[src/rtl/memmap_pkg.sv]
// Shared constants for the CPU-side memory map: I/O register offsets,
// keyboard status bit positions and window target ids.
package memmap_pkg;

  localparam logic [2:0] IO_BANK      = 3'd0;
  localparam logic [2:0] IO_WINSEL    = 3'd1;
  localparam logic [2:0] IO_VIDEOMODE = 3'd2;
  localparam logic [2:0] IO_CURX      = 3'd3;
  localparam logic [2:0] IO_CURY      = 3'd4;
  localparam logic [2:0] IO_KBDDATA   = 3'd5;
  localparam logic [2:0] IO_KBDSTAT   = 3'd6;
  localparam logic [2:0] IO_RSVD      = 3'd7;

  // KBD_STAT read bits
  localparam int KS_NONEMPTY = 0;
  localparam int KS_OVF      = 1;
  localparam int KS_FULL     = 2;
  // KBD_STAT write command bits
  localparam int KS_CLR_OVF  = 1;
  localparam int KS_FLUSH    = 7;

  localparam int TGT_TEXT = 0;
  localparam int TGT_GRPH = 1;
  localparam int TGT_EXT  = 2;

endpackage

[src/rtl/memmap_ctrl_kbd_fifo.sv]
// Circular PS/2 scancode FIFO with sticky overflow; pointers carry an extra
// wrap bit so full and empty are distinguishable without a counter.
module kbd_fifo #(
  parameter int KBD_AW = 4
) (
  input  logic       i_clk,
  input  logic       i_rst,
  input  logic       i_push,
  input  logic [7:0] i_din,
  input  logic       i_pop,
  input  logic       i_flush,
  input  logic       i_clr_ovf,
  output logic [7:0] o_head,
  output logic       o_full,
  output logic       o_empty,
  output logic       o_overflow
);

  localparam int DEPTH = 2 ** KBD_AW;

  logic [KBD_AW:0] r_wr_ptr;
  logic [KBD_AW:0] r_rd_ptr;
  logic [7:0]      r_mem [DEPTH];
  logic            r_overflow;

  logic w_empty;
  logic w_full;
  logic w_do_pop;
  logic w_do_push;
  logic w_drop;

  assign w_empty = (r_wr_ptr == r_rd_ptr);
  assign w_full  = (r_wr_ptr[KBD_AW] != r_rd_ptr[KBD_AW]) &&
                   (r_wr_ptr[KBD_AW-1:0] == r_rd_ptr[KBD_AW-1:0]);

  // A pop in the same cycle frees the slot, so a push into a full FIFO still lands.
  assign w_do_pop  = i_pop & ~w_empty & ~i_flush;
  assign w_do_push = i_push & ~i_flush & (~w_full | w_do_pop);
  assign w_drop    = i_push & ~i_flush & w_full & ~w_do_pop;

  always_ff @(posedge i_clk or posedge i_rst) begin
    if (i_rst) begin
      r_wr_ptr   <= '0;
      r_rd_ptr   <= '0;
      r_overflow <= 1'b0;
    end else begin
      if (i_flush) begin
        r_wr_ptr <= '0;
        r_rd_ptr <= '0;
      end else begin
        if (w_do_push) r_wr_ptr <= r_wr_ptr + 1'b1;
        if (w_do_pop)  r_rd_ptr <= r_rd_ptr + 1'b1;
      end
      if (w_drop)         r_overflow <= 1'b1;
      else if (i_clr_ovf) r_overflow <= 1'b0;
    end
  end

  always_ff @(posedge i_clk) begin
    if (w_do_push) r_mem[r_wr_ptr[KBD_AW-1:0]] <= i_din;
  end

  assign o_head     = r_mem[r_rd_ptr[KBD_AW-1:0]];
  assign o_full     = w_full;
  assign o_empty    = w_empty;
  assign o_overflow = r_overflow;

endmodule

[src/rtl/memmap_ctrl.sv]
// CPU data-bus decoder: SRAM, bank-switched window onto NTGT target memories,
// and an 8-entry I/O register file fronting video state and the scancode FIFO.
module memmap_ctrl
  import memmap_pkg::*;
#(
  parameter int                ADDR_W   = 16,
  parameter int                BANK_W   = 8,
  parameter int                WIN_AW   = 12,
  parameter logic [ADDR_W-1:0] WIN_BASE = 16'hF000,
  parameter logic [ADDR_W-1:0] IO_BASE  = 16'h0020,
  parameter int                NTGT     = 3,
  parameter int                KBD_AW   = 4
) (
  input  logic              clock,
  input  logic              reset,
  input  logic [ADDR_W-1:0] address,
  input  logic              wren,
  input  logic              rden,
  input  logic [7:0]        data_o,
  output logic [7:0]        data_i,
  input  logic [7:0]        data_o_sram,
  input  logic [8*NTGT-1:0] data_o_win,
  output logic              data_w_sram,
  output logic [NTGT-1:0]   data_w_win,
  output logic [BANK_W-1:0] bank,
  output logic [7:0]        videomode,
  output logic [7:0]        cursor_x,
  output logic [7:0]        cursor_y,
  input  logic [7:0]        ps2_data,
  input  logic              ps2_hit,
  output logic              kbd_irq
);

  localparam int SEL_W = (NTGT > 1) ? $clog2(NTGT) : 1;

  logic [BANK_W-1:0] r_bank;
  logic [SEL_W-1:0]  r_win_sel;
  logic [7:0]        r_videomode;
  logic [7:0]        r_cursor_x;
  logic [7:0]        r_cursor_y;

  logic [ADDR_W-1:0] w_io_diff;
  logic [2:0]        w_io_off;
  logic              w_is_io;
  logic              w_is_win;
  logic              w_is_sram;
  logic              w_io_wr;
  logic              w_io_rd;
  logic [7:0]        w_win_rd;
  logic [NTGT-1:0]   w_win_we;
  logic [7:0]        w_io_rdata;
  logic [7:0]        w_kbd_stat;

  logic [7:0] w_fifo_head;
  logic       w_fifo_full;
  logic       w_fifo_empty;
  logic       w_fifo_ovf;
  logic       w_fifo_pop;
  logic       w_fifo_flush;
  logic       w_fifo_clr;

  // Decode priority: IO > WIN > SRAM.
  assign w_io_diff = address - IO_BASE;
  assign w_io_off  = w_io_diff[2:0];
  assign w_is_io   = (address >= IO_BASE) && (w_io_diff < ADDR_W'(8));
  assign w_is_win  = ~w_is_io && (address[ADDR_W-1:WIN_AW] == WIN_BASE[ADDR_W-1:WIN_AW]);
  assign w_is_sram = ~w_is_io & ~w_is_win;

  assign w_io_wr = wren & w_is_io;
  assign w_io_rd = rden & w_is_io;

  // An out-of-range win_sel matches no target: writes vanish, reads float high.
  always_comb begin
    w_win_rd = 8'hFF;
    w_win_we = '0;
    for (int k = 0; k < NTGT; k++) begin
      if (r_win_sel == SEL_W'(k)) begin
        w_win_rd    = data_o_win[8*k +: 8];
        w_win_we[k] = wren & w_is_win;
      end
    end
  end

  assign data_w_sram = wren & w_is_sram;
  assign data_w_win  = w_win_we;

  always_ff @(posedge clock or posedge reset) begin
    if (reset) begin
      r_bank      <= '0;
      r_win_sel   <= '0;
      r_videomode <= '0;
      r_cursor_x  <= '0;
      r_cursor_y  <= '0;
    end else if (w_io_wr) begin
      case (w_io_off)
        IO_BANK:      r_bank      <= data_o[BANK_W-1:0];
        IO_WINSEL:    r_win_sel   <= data_o[SEL_W-1:0];
        IO_VIDEOMODE: r_videomode <= data_o;
        IO_CURX:      r_cursor_x  <= data_o;
        IO_CURY:      r_cursor_y  <= data_o;
        default: ;
      endcase
    end
  end

  assign w_fifo_pop   = w_io_rd & (w_io_off == IO_KBDDATA);
  assign w_fifo_flush = w_io_wr & (w_io_off == IO_KBDSTAT) & data_o[KS_FLUSH];
  assign w_fifo_clr   = w_io_wr & (w_io_off == IO_KBDSTAT) & data_o[KS_CLR_OVF];

  kbd_fifo #(.KBD_AW(KBD_AW)) u_kbd_fifo (
    .i_clk      (clock),
    .i_rst      (reset),
    .i_push     (ps2_hit),
    .i_din      (ps2_data),
    .i_pop      (w_fifo_pop),
    .i_flush    (w_fifo_flush),
    .i_clr_ovf  (w_fifo_clr),
    .o_head     (w_fifo_head),
    .o_full     (w_fifo_full),
    .o_empty    (w_fifo_empty),
    .o_overflow (w_fifo_ovf)
  );

  always_comb begin
    w_kbd_stat              = '0;
    w_kbd_stat[KS_NONEMPTY] = ~w_fifo_empty;
    w_kbd_stat[KS_OVF]      = w_fifo_ovf;
    w_kbd_stat[KS_FULL]     = w_fifo_full;
  end

  always_comb begin
    w_io_rdata = 8'h00;
    case (w_io_off)
      IO_BANK:      w_io_rdata = 8'(r_bank);
      IO_WINSEL:    w_io_rdata = 8'(r_win_sel);
      IO_VIDEOMODE: w_io_rdata = r_videomode;
      IO_CURX:      w_io_rdata = r_cursor_x;
      IO_CURY:      w_io_rdata = r_cursor_y;
      IO_KBDDATA:   w_io_rdata = w_fifo_empty ? 8'h00 : w_fifo_head;
      IO_KBDSTAT:   w_io_rdata = w_kbd_stat;
      IO_RSVD:      w_io_rdata = 8'h00;
      default:      w_io_rdata = 8'h00;
    endcase
  end

  always_comb begin
    data_i = data_o_sram;
    if (w_is_io)       data_i = w_io_rdata;
    else if (w_is_win) data_i = w_win_rd;
  end

  assign bank      = r_bank;
  assign videomode = r_videomode;
  assign cursor_x  = r_cursor_x;
  assign cursor_y  = r_cursor_y;
  // Derived only from registered FIFO pointers, never from ps2_hit directly.
  assign kbd_irq   = ~w_fifo_empty;

endmodule

[config.mk]
export PLATFORM = sky130hd
export DESIGN_NAME = memmap_ctrl
export DESIGN_NICKNAME = d
export VERILOG_FILES = /design/src/rtl/memmap_pkg.sv /design/src/rtl/memmap_ctrl_kbd_fifo.sv /design/src/rtl/memmap_ctrl.sv
export SDC_FILE = /design/constraint.sdc
export NUM_CORES = 1
export LEC_CHECK = 0
export ABC_CLOCK_PERIOD_IN_PS = 3300
export CORE_AREA = 2 2 145 147
export CTS_CLUSTER_DIAMETER = 80
export DETAILED_ROUTE_END_ITERATION = 12
export DIE_AREA = 0 0 147 149
export GPL_TIMING_DRIVEN = 0
export PLACE_DENSITY_LB_ADDON = 0.08
export SETUP_SLACK_MARGIN = 0.1
export SLEW_MARGIN = 15
export SYNTH_ARGS = -nofsm -noshare
export SYNTH_HDL_FRONTEND = slang
export SYNTH_SLANG_ARGS = --single-unit
export TNS_END_PERCENT = 20
[constraint.sdc]
create_clock -name clock -period 3.3 [get_ports clock]
set_clock_uncertainty 0.1 [all_clocks]
set_input_delay 0.66 -clock clock [delete_from_list [all_inputs] [get_ports clock]]
set_output_delay 0.66 -clock clock [all_outputs]
set_load 0.02 [all_outputs]
* Word-level counts from Yosys, hierarchy flattened
Memory sizes are Yosys's and may differ from the RTL's. Index checks and enable logic that the tools add are counted.
Word-level totals: input port bits 69, register bits after elaboration 45, memories 1, output and inout port bits 45, word-level logic and storage cells 80, bits in writable memories 128
Cells by class: add/sub/neg operators 3, multiplexer cells 18, reductions and logical operators 13, bitwise gates (word level) 22, equality and inequality tests 13, order comparisons 2
Memories:
- u_kbd_fifo.r_mem | words 16, width 8, read ports 1, clocked after memory_dff 0, write ports 1, line memmap_ctrl_kbd_fifo.sv:23 | logic [7:0] r_mem [DEPTH];
Operators by type and width (number):
- 8-bit case mux with 8 select lines | 1
- 8-bit two-way mux | 6
- 5-bit two-way mux | 4
- 16-bit by 6-bit greater-or-equal comparator with 1-bit output (second input constant) | 1
- 16-bit by 4-bit less-than comparator with 1-bit output (second input constant) | 1
- 16-bit by 6-bit subtractor with 16-bit output (second input constant) | 1
- 1-bit AND | 15
- 3-bit == test (second input constant) | 4
- 5-bit by 1-bit adder with 5-bit output (second input constant) | 2
- 2-bit AND reduction | 5
- 1-bit two-way mux | 7
- 3-bit by 2-bit == test with 1-bit output (second input constant) | 2
- 1-bit inverter | 6
- 2-bit nonzero test | 3
- 5-bit == test | 1
- 4-bit == test | 1
- 4-bit == test (second input constant) | 1
- 3-bit by 1-bit == test with 1-bit output (second input constant) | 1
- 1-bit logical AND | 3
- 3-bit logical NOT | 1
- 2-bit by 1-bit == test with 1-bit output (second input constant) | 1
- 2-bit == test (second input constant) | 1
- 2-bit logical NOT | 1
- 1-bit != test | 1
- 1-bit OR | 1

* Logic depth before layout (Yosys ltp)
Gate-level depths: netlist of run 1.
depth after elaboration 12, depth in mapped cells 8, depth with buffers taken out 7

* Hierarchy
A second synthesis of run 1 with hierarchy kept.
Unflattened totals: cell total of the unflattened synthesis 509, area total of the unflattened synthesis 7948.9 µm²
Modules (own cells, without submodules):
- kbd_fifo | area each 5705.5 µm², cells an instance 298, seq. area each 4119.0 µm², instances 1
- memmap_ctrl | area each 2243.4 µm², cells an instance 211, seq. area each 850.8 µm², instances 1

* Worst setup path before layout of run 1
No wires, ideal clock.
kind input -> register, start input port address[5], end memory u_kbd_fifo.r_mem[10][0], enable pin, data arrival time 3034 ps, buffers on the path 1, library setup time 395 ps, slack -229 ps, required time 2805 ps, stages on the path 8, path through inv_1 ha_1 nor4b_2 nand4_1 a2111oi_2 nor2_2 buf_2 nor4_1
On the way: word-level cells in the longest chain between the ends 12, elaborated cells between the ends (all ways) 17, classes of those cells add/sub (1); order compare (2); mux (2); bitwise (11); reduce/logical (1)
Ends and longest elaborated chain:
- start: declaration | line memmap_ctrl.sv:16 | input logic [ADDR_W-1:0] address,
- 16-bit by 6-bit subtractor with 16-bit output | line memmap_ctrl.sv:63 | assign w_io_diff = address - IO_BASE;
- 16-bit by 4-bit less-than comparator with 1-bit output | line memmap_ctrl.sv:65 | assign w_is_io = (address >= IO_BASE) && (w_io_diff < ADDR_W'(8));
- 1-bit logical AND (*) | line memmap_ctrl.sv:65
- 1-bit AND | line memmap_ctrl.sv:69 | assign w_io_wr = wren & w_is_io;
- 1-bit AND (2 in a row) | line memmap_ctrl.sv:107 | assign w_fifo_flush = w_io_wr & (w_io_off == IO_KBDSTAT) & data_o[KS_FLUSH];
- 1-bit inverter | line memmap_ctrl_kbd_fifo.sv:37, memmap_ctrl_kbd_fifo.sv:38
- 1-bit AND | line memmap_ctrl_kbd_fifo.sv:37 | assign w_do_pop = i_pop & ~w_empty & ~i_flush;
- 1-bit OR | line memmap_ctrl_kbd_fifo.sv:38 | assign w_do_push = i_push & ~i_flush & (~w_full | w_do_pop);
- 1-bit AND (*) | line memmap_ctrl_kbd_fifo.sv:38
- 1-bit two-way mux (*) | line memmap_ctrl_kbd_fifo.sv:60 | if (w_do_push) r_mem[r_wr_ptr[KBD_AW-1:0]] <= i_din;
- 1-bit two-way mux (implied by the code) (*) | line memmap_ctrl_kbd_fifo.sv:60
- end: declaration | line memmap_ctrl_kbd_fifo.sv:23
Every way passes the cells marked *; elsewhere a longest branch is shown, timed or not.

* Final worst setup path of run 1
start register u_kbd_fifo.r_rd_ptr[0], end output port data_i[0]
On the way: word-level cells in the longest chain between the ends 4, elaborated cells between the ends (all ways) 6, classes of those cells eq/ne (1); mux (3); bitwise (1); memory (1)
Ends and longest elaborated chain:
- start: declaration | line memmap_ctrl_kbd_fifo.sv:22 | logic [KBD_AW:0] r_rd_ptr;
- start signal: assignment | line memmap_ctrl_kbd_fifo.sv:52 | if (w_do_pop) r_rd_ptr <= r_rd_ptr + 1'b1;
- memory read 16 x 8 bit or 5-bit == test (tied branches)
- 8-bit two-way mux or 1-bit inverter (tied branches) | line memmap_ctrl.sv:139, memmap_ctrl.sv:126
- 8-bit case mux with 8 select lines (*) | line memmap_ctrl.sv:133 | case (w_io_off)
- 8-bit two-way mux (*) | line memmap_ctrl.sv:148 | if (w_is_io) data_i = w_io_rdata;
- end: declaration | line memmap_ctrl.sv:20 | output logic [7:0] data_i,
Marked as above.

==> results of run 1 <==
-- state kept, by name, summed over array words and instances (netlist names) --
register	flops
u_kbd_fifo.r_mem	128
bank	8
r_win_sel	2
u_kbd_fifo.o_overflow	1
cursor_y	8
u_kbd_fifo.r_rd_ptr	5
cursor_x	8
videomode	8
u_kbd_fifo.r_wr_ptr	5
-- worst max-delay path: stages, from the launching register on --
cell     delay (ps)
dfrtp_1         380
buf_6           170
buf_6           120
mux4_2          490
mux2_4          280
or3_1           300
a31oi_1         190
o41ai_2         110
buf_4           170
-- worst max-delay path by stage --
stage                     depth (start not counted)  slack (ps)                      to                   start
final                                             8        -100               data_i[0]  u_kbd_fifo.r_rd_ptr[0]
after floorplan                                   7         -60  u_kbd_fifo.r_mem[0][0]              address[5]
after CTS                                         8        -110               data_i[0]  u_kbd_fifo.r_rd_ptr[0]
after global routing                              8        -170               data_i[0]  u_kbd_fifo.r_rd_ptr[0]
after detailed placement                          9       -1280  u_kbd_fifo.r_mem[5][4]              address[5]
after global placement                            8       -2180  u_kbd_fifo.r_mem[4][4]              address[5]
-- synth_stat cells (all sizes together), types with 12 or more instances --
library cell,number
edfxtp,128
mux2,50
dfrtp,45
mux4,40
nand3,23
nor2,23
buf,20
nor4,20
inv,14
nor2b,13
a21oi,12
nand2,12
-- power by group --
group	internal [µW]	switching, µW	leakage (µW)
Sequential	2520	70.7	0.00177
Combinational	383	577	0.00201
Clock	1130	866	0.000286
-- per-layer routing --
layer  vias up  part of all wire [%]  routed length (µm)
met5         -                     0                   0
met4         0                   1.5                 338
met3        27                   5.3                1210
met2       185                    52               11800
met1      2708                    42                9520
li1       2423                     -                   -
-- kinds of logic after synthesis --
family / count (synthesis) / synth area share [%]
AOI/OAI and AO/OA: 55 / 5.24
muxes: 93 / 19.0
adders and majority gates: 6 / 0.935
and+or+nand+nor: 135 / 9.82
DFF: 173 / 61.9
xor gates and xnor gates: 6 / 0.655
buffers and inverters: 44 / 2.46
-- placed cells by master (no fill, tap or decap), types with 10 or more instances in the layout --
| cell type | synthesis | final |
|---|---|---|
| nand3_1 | 23 | 15 |
| mux4_2 | 40 | 40 |
| buf_12 | 0 | 12 |
| mux2_1 | 22 | 22 |
| buf_6 | 1 | 25 |
| nor2_1 | 22 | 20 |
| edfxtp_1 | 128 | 128 |
| clkdlybuf4s50_1 | 0 | 88 |
| dlygate4sd2_1 | 0 | 10 |
| buf_4 | 3 | 31 |
| mux2_2 | 20 | 19 |
| a21oi_1 | 12 | 11 |
| clkbuf_16 | 0 | 18 |
| buf_2 | 10 | 13 |
| nor4_4 | 1 | 15 |
| nor2b_1 | 13 | 13 |
| inv_1 | 14 | 12 |
| dfrtp_1 | 45 | 45 |
| nand2_1 | 12 | 10 |
-- timing repair --
item	4_1_cts	5_1_grt
hold buffers	0	0
gates resized for setup	147	7
pin swaps	38	5
buffers inserted	41	0
endpoints found under the setup margin	151	114
hold endpoints to repair	0	0
gates cloned	2	0
-- final cells by class --
type,instances,share of cell area (%)
Sequential cell,173,44.4
Multi-Input combinational cell,295,29.1
Timing Repair Buffer,168,15.3
Clock buffer,18,3.84
Tap cell,275,3.08
Buffer,30,2.32
Clock inverter,14,1.38
Inverter,14,0.470
-- metrics by stage --
step                power (µW)  setup slack (ps)  TNS, ps  cell area, µm²
floorplan                 3070             -59.2    -2840            8130
global placement          3370             -2180  -223070            9600
detailed placement        3480             -1280  -147030            9810
CTS                       5570              -106     -390           11100
global route              5750              -165     -865           11200
finish                    5550             -99.7     -417           11200
==> impl_metrics.yaml, run 1 <==
placement:
  portBuffers: 112
  dp.cells: 912
  gp_congestion: 0.879
  dpl.hpwl_mm: 16.2
setup_path:
  cp-end-kind: "primary output"
  path_max_fanout: 6
  reg2reg_to: "u_kbd_fifo.r_mem[14][0]"
  critPathArrivalTime_ps: 2640
  required_ps: 2540
  r2r-start: "u_kbd_fifo.r_rd_ptr[0]"
  start_kind: "flop"
  r2r_setup_slack_ps: 290
  path_class: "reg2out"
  r2r_cells: 10
min_path:
  holdPathStages: 1
  holdPathEnd: "bank[7]"
  worstHoldStart: "bank[7]"
  hold_class: "reg2reg"
global_routing:
  antenna_found_initial: 0
  track_usage_pct: 21.7
  use_met1_pct: 26.6
  grt_max_degree: 28
  grt_overflow: 0
  use_met2_pct: 39.1
  top_usage_layer: "met2"
  grt_use_met3_pct: 4.50
  grt_pass1_vias: 5703
  grt_pass1_wl_mm: 34.7
outcome:
  violations: "negative setup slack"
  outcome: "finished, violations left"
yosys:
  synthDistinctLibCells: 56
  synth_top_area_share_pct: 47.9
  ys_ff_latch: 173
  synth_edf_count: 128
  syn_inst: 512
  syn_nets: 587
  synthArstFlopShare_pct: 26.0
  synthFlopType: "edfxtp_1"
  avgSynthCellArea_um2: 15.7
  ys_warn_count: 0
  synth_area_leaders: "edfxtp_1 48%, dfrtp_1 14%, mux4_2 11%"
  synth_top_cell_by_area: "edfxtp_1"
  netlist_area_mm2: 0.00803
  yosysSeqAreaShare_pct: 61.9
floorplan:
  io_pins: 114
  die_width_um: 147
  dieHeight_um: 149
  core_mm2: 0.0206
  initial_core_util_pct: 39.1
  dieArea_mm2: 0.0219
  rows: 53
layout:
  num-fill-cells: 1695
  final_cells: 987
  final_util_pct: 54.4
  ff_latch_area_mm2: 0.00497
  antenna_cells: 0
  final_net_count: 774
  multi_input_area_mm2: 0.00326
  synthToLayoutAreaGrowth_pct: 39.3
  final_layout_size_suffix_gt1_share_pct: 33.7
clock_tree:
  cts_tree: "done"
  clk_path_buf_depth: 2
  clock_latency_ps: 420
  numCtsBuffers: 17
  path_clk_slew_ps: 70
  cts_sinks: 173
  htreeDepth: 4
  cts-root-buf: "clkbuf_16"
detailed_routing:
  drt-pass1-iter-count: 4
  routed_via_density: 5.41
  final_antenna_net_count: 0
  vias: 5343
  wl_mm: 22.9
  wl_per_cell_um: 23.2
  drt_iter0_markers: 288
  drc: 0
timing:
  drv_slew: 0
  final-hold-violation-count: 0
  layout_setup_ws_ps: -99.7
  tightest_slew_ps: 770
  rsz0062_at_grt: "yes"
  max-slew-margin-rel_pct: 48.7
  finalSetupViolations: 6
  period_needed_ps: 3400
  hold_slack_ps: 422
  final.period_utilization_pct: 103
  max_freq_mhz: 294
power_and_ir_drop:
  powerDensity_mw_per_mm2: 496
  p_leak_uw: 0.00407
  irDropWorstVdd_mv: 0.371
job:
  maxCapViolCount: 0
No activity file was read; power rests on OpenSTA's default activity.
==> run 2, diff against run 1 <==
CORE_AREA = 2 2 144 146   (was 2 2 145 147)
DIE_AREA = 0 0 146 148   (was 0 0 147 149)
SYNTH_HIERARCHICAL = 1   (was unset)
==> impl_metrics.yaml, run 2 <==
outcome:
  outcome: "finished, violations left"
  violations: "negative setup slack"
clock_tree:
  htreeDepth: 4
  cts_sinks: 173
  numCtsBuffers: 17
  path_clk_slew_ps: 70
  cts_hold_buf: 0
  clk_path_buf_depth: 2
  clock_latency_ps: 430
  cts-root-buf: "clkbuf_16"
  cts_tree: "done"
yosys:
  syn_inst: 509
  netlist_area_mm2: 0.00795
  ys_ff_latch: 173
  ys_warn_count: 6
  synth_top_cell_by_area: "edfxtp_1"
  synthDistinctLibCells: 58
  synthFlopType: "edfxtp_1"
  synthAdderAreaFrac_pct: 0.944
  yosysSeqAreaShare_pct: 62.5
  syn_nets: 584
  synth.most_common_cell: "edfxtp_1"
  synth_edf_count: 128
  yosys.area_share.simple_pct: 7.92
  synth_top_area_share_pct: 48.4
  synth_top_family_by_area: "multiplexers"
  synthMuxAreaShare_pct: 18.3
  synthXorXnorAreaFrac_pct: 1.21
  synth_compound_area_share_pct: 6.64
  synthArstFlopShare_pct: 26.0
  synth_area_leaders: "edfxtp_1 48%, dfrtp_1 14%, mux4_2 8.5%"
  avgSynthCellArea_um2: 15.6
  synthTopCellsByCount: "128 x edfxtp_1, 45 x dfrtp_1, 39 x mux2_2, 30 x mux4_2, 26 x nor2_1"
detailed_routing:
  wl_per_cell_um: 22.4
  wl_mm: 21.4
  drt-pass1-iter-count: 5
  drc: 0
  drt_iter0_markers: 290
  final_antenna_net_count: 0
  routed_via_density: 5.43
  vias: 5184
setup_path:
  cp-end-kind: "primary output"
  path_class: "reg2out"
  r2r-start: "u_kbd_fifo/r_wr_ptr[3]"
  path_max_fanout: 5
  start_kind: "flop"
  reg2reg_to: "u_kbd_fifo/r_wr_ptr[4]"
  r2r_setup_slack_ps: 870
  r2r_cells: 8
  required_ps: 2540
  critPathArrivalTime_ps: 2930
timing:
  max-slew-margin-rel_pct: 50.5
  layout_setup_ws_ps: -393
  rsz0062_at_grt: "yes"
  finalSetupViolations: 8
  final-hold-violation-count: 0
  final.period_utilization_pct: 112
  finalSetupTns_ps: -2580
  hold_slack_ps: 397
  max_freq_mhz: 271
  tightest_slew_ps: 742
  period_needed_ps: 3690
  drv_slew: 0
layout:
  ff_latch_area_mm2: 0.00497
  final_common_cell: "edfxtp_1"
  synthToLayoutAreaGrowth_pct: 35.0
  multi_input_area_mm2: 0.00317
  largest_register_ff_count: 128
  layout_common_cells: "128 x edfxtp_1, 92 x clkdlybuf4s50_1, 44 x dfrtp_1, 39 x mux2_2, 33 x buf_4"
  final_util_pct: 53.5
  final_layout_size_suffix_gt1_share_pct: 35.6
  final_net_count: 747
  num-fill-cells: 1753
  antenna_cells: 0
min_path:
  holdPathEnd: "u_kbd_fifo/o_overflow"
  hold_class: "reg2reg"
  holdPathStages: 1
  worstHoldStart: "u_kbd_fifo/o_overflow"
floorplan:
  die_width_um: 146
  core_mm2: 0.0200
  io_pins: 114
  initial_core_util_pct: 39.7
  dieHeight_um: 148
  rows: 52
  dieArea_mm2: 0.0216
global_routing:
  grt_pass1_wl_mm: 33.0
  grt_max_degree: 35
  antenna_found_initial: 0
  grt_pass1_vias: 5495
  grt_overflow: 0
  track_usage_pct: 20.6
job:
  maxCapViolCount: 0
power_and_ir_drop:
  p_total_uw: 5300
  irDropWorstVdd_mv: 0.366
  p_leak_uw: 0.00394
  powerDensity_mw_per_mm2: 494
placement:
  gp_congestion: 0.852
  portBuffers: 112
  dpl.hpwl_mm: 14.8
-- run 2: cell count changes after synthesis, sizes merged, moves of 6 or more --
cell	before	now
o2bb2ai	6	0
mux4	40	32
mux2i	3	14
a211o	0	6
a211oi	1	13
clkbuf	10	21
nand3	23	1
buf	20	11
and3	6	17
nor4	20	3
a31oi	9	1
-- run 2: final cells by class --
| class | count | area share, % |
|---|---|---|
| sequential | 173 | 46.3 |
| multi-input combinational | 292 | 29.5 |
| timing repair buffer | 144 | 13.2 |
| clock buffer | 19 | 4.04 |
| tap | 270 | 3.15 |
| buffer | 32 | 2.23 |
| clock inverter | 13 | 1.07 |
| inverter | 12 | 0.432 |
-- run 2: how the worst max path moves through the flow --
stage                                      start                endpoint  slack, ps  cells past startpoint
after floorplan           u_kbd_fifo/r_rd_ptr[0]               data_i[1]        110                     10
after global placement                address[2]               data_i[2]      -1170                      9
after detailed placement              address[5]  u_kbd_fifo/r_mem[3][3]      -1170                     12
after CTS                 u_kbd_fifo/r_rd_ptr[0]               data_i[1]       -390                     11
after global routing      u_kbd_fifo/r_rd_ptr[0]               data_i[1]       -490                     11
final                     u_kbd_fifo/r_rd_ptr[0]               data_i[1]       -390                     11
-- run 2: layer usage --
metal / routed length [µm] / up-vias / share of wire [%] / GRT usage [%]
li1: - / 2326 / - / -
met1: 9230 / 2628 / 43 / 26.5
met2: 10500 / 203 / 49 / 35.0
met3: 1240 / 27 / 5.8 / 4.48
met4: 408 / 0 / 1.9 / 6.55
met5: 0 / - / 0 / 0
-- run 2: kinds of logic (layout without fill, tap and decap cells) --
kind of cell,count (synthesis),count (layout)
AO/OA/AOI/OAI,72,72
XOR/XNOR,11,11
adder cells (fa/ha/maj),6,6
buffers and inverters,44,220
flip-flops,173,173
multiplexers,95,95
AND/OR/NAND/NOR,108,108
-- run 2: power by group --
group          switching [µW]  internal (µW)
clock network             822           1040
registers                62.0           2540
logic                     482            358
total                    1370           3930
-- run 2: timing repair --
item	in CTS	in global routing
resized for setup	157	31
pin swaps	31	18
setup buffers	23	7
gates cloned	3	0
endpoints found under the setup margin	160	126
-- run 2: through the flow --
stage                     instances  cell area (µm²)  setup slack [ps]
after global routing            955            10700              -486
final                           955            10700              -393
after floorplan                 509             7970               114
after detailed placement        891             9430             -1170
after global placement          891             9430             -1170
after CTS                       949            10600              -389
-- run 2: critical path: stages, from the launching register on --
cell and delay, ps:
dfrtp_2 410, buf_8 160, buf_12 130, buf_12 120, mux4_2 540, mux2i_2 200, a21oi_2 100, a22o_1 230
a22oi_2 180, a21o_1 170, o221ai_2 90, buf_4 180
==> run 3, diff against run 2 <==
CTS_CLUSTER_DIAMETER = 50   (was 80)
GPL_ROUTABILITY_DRIVEN = 0   (was unset)
==> results of run 3 <==
Final layout, timing and power as in run 2 (identical DEF).
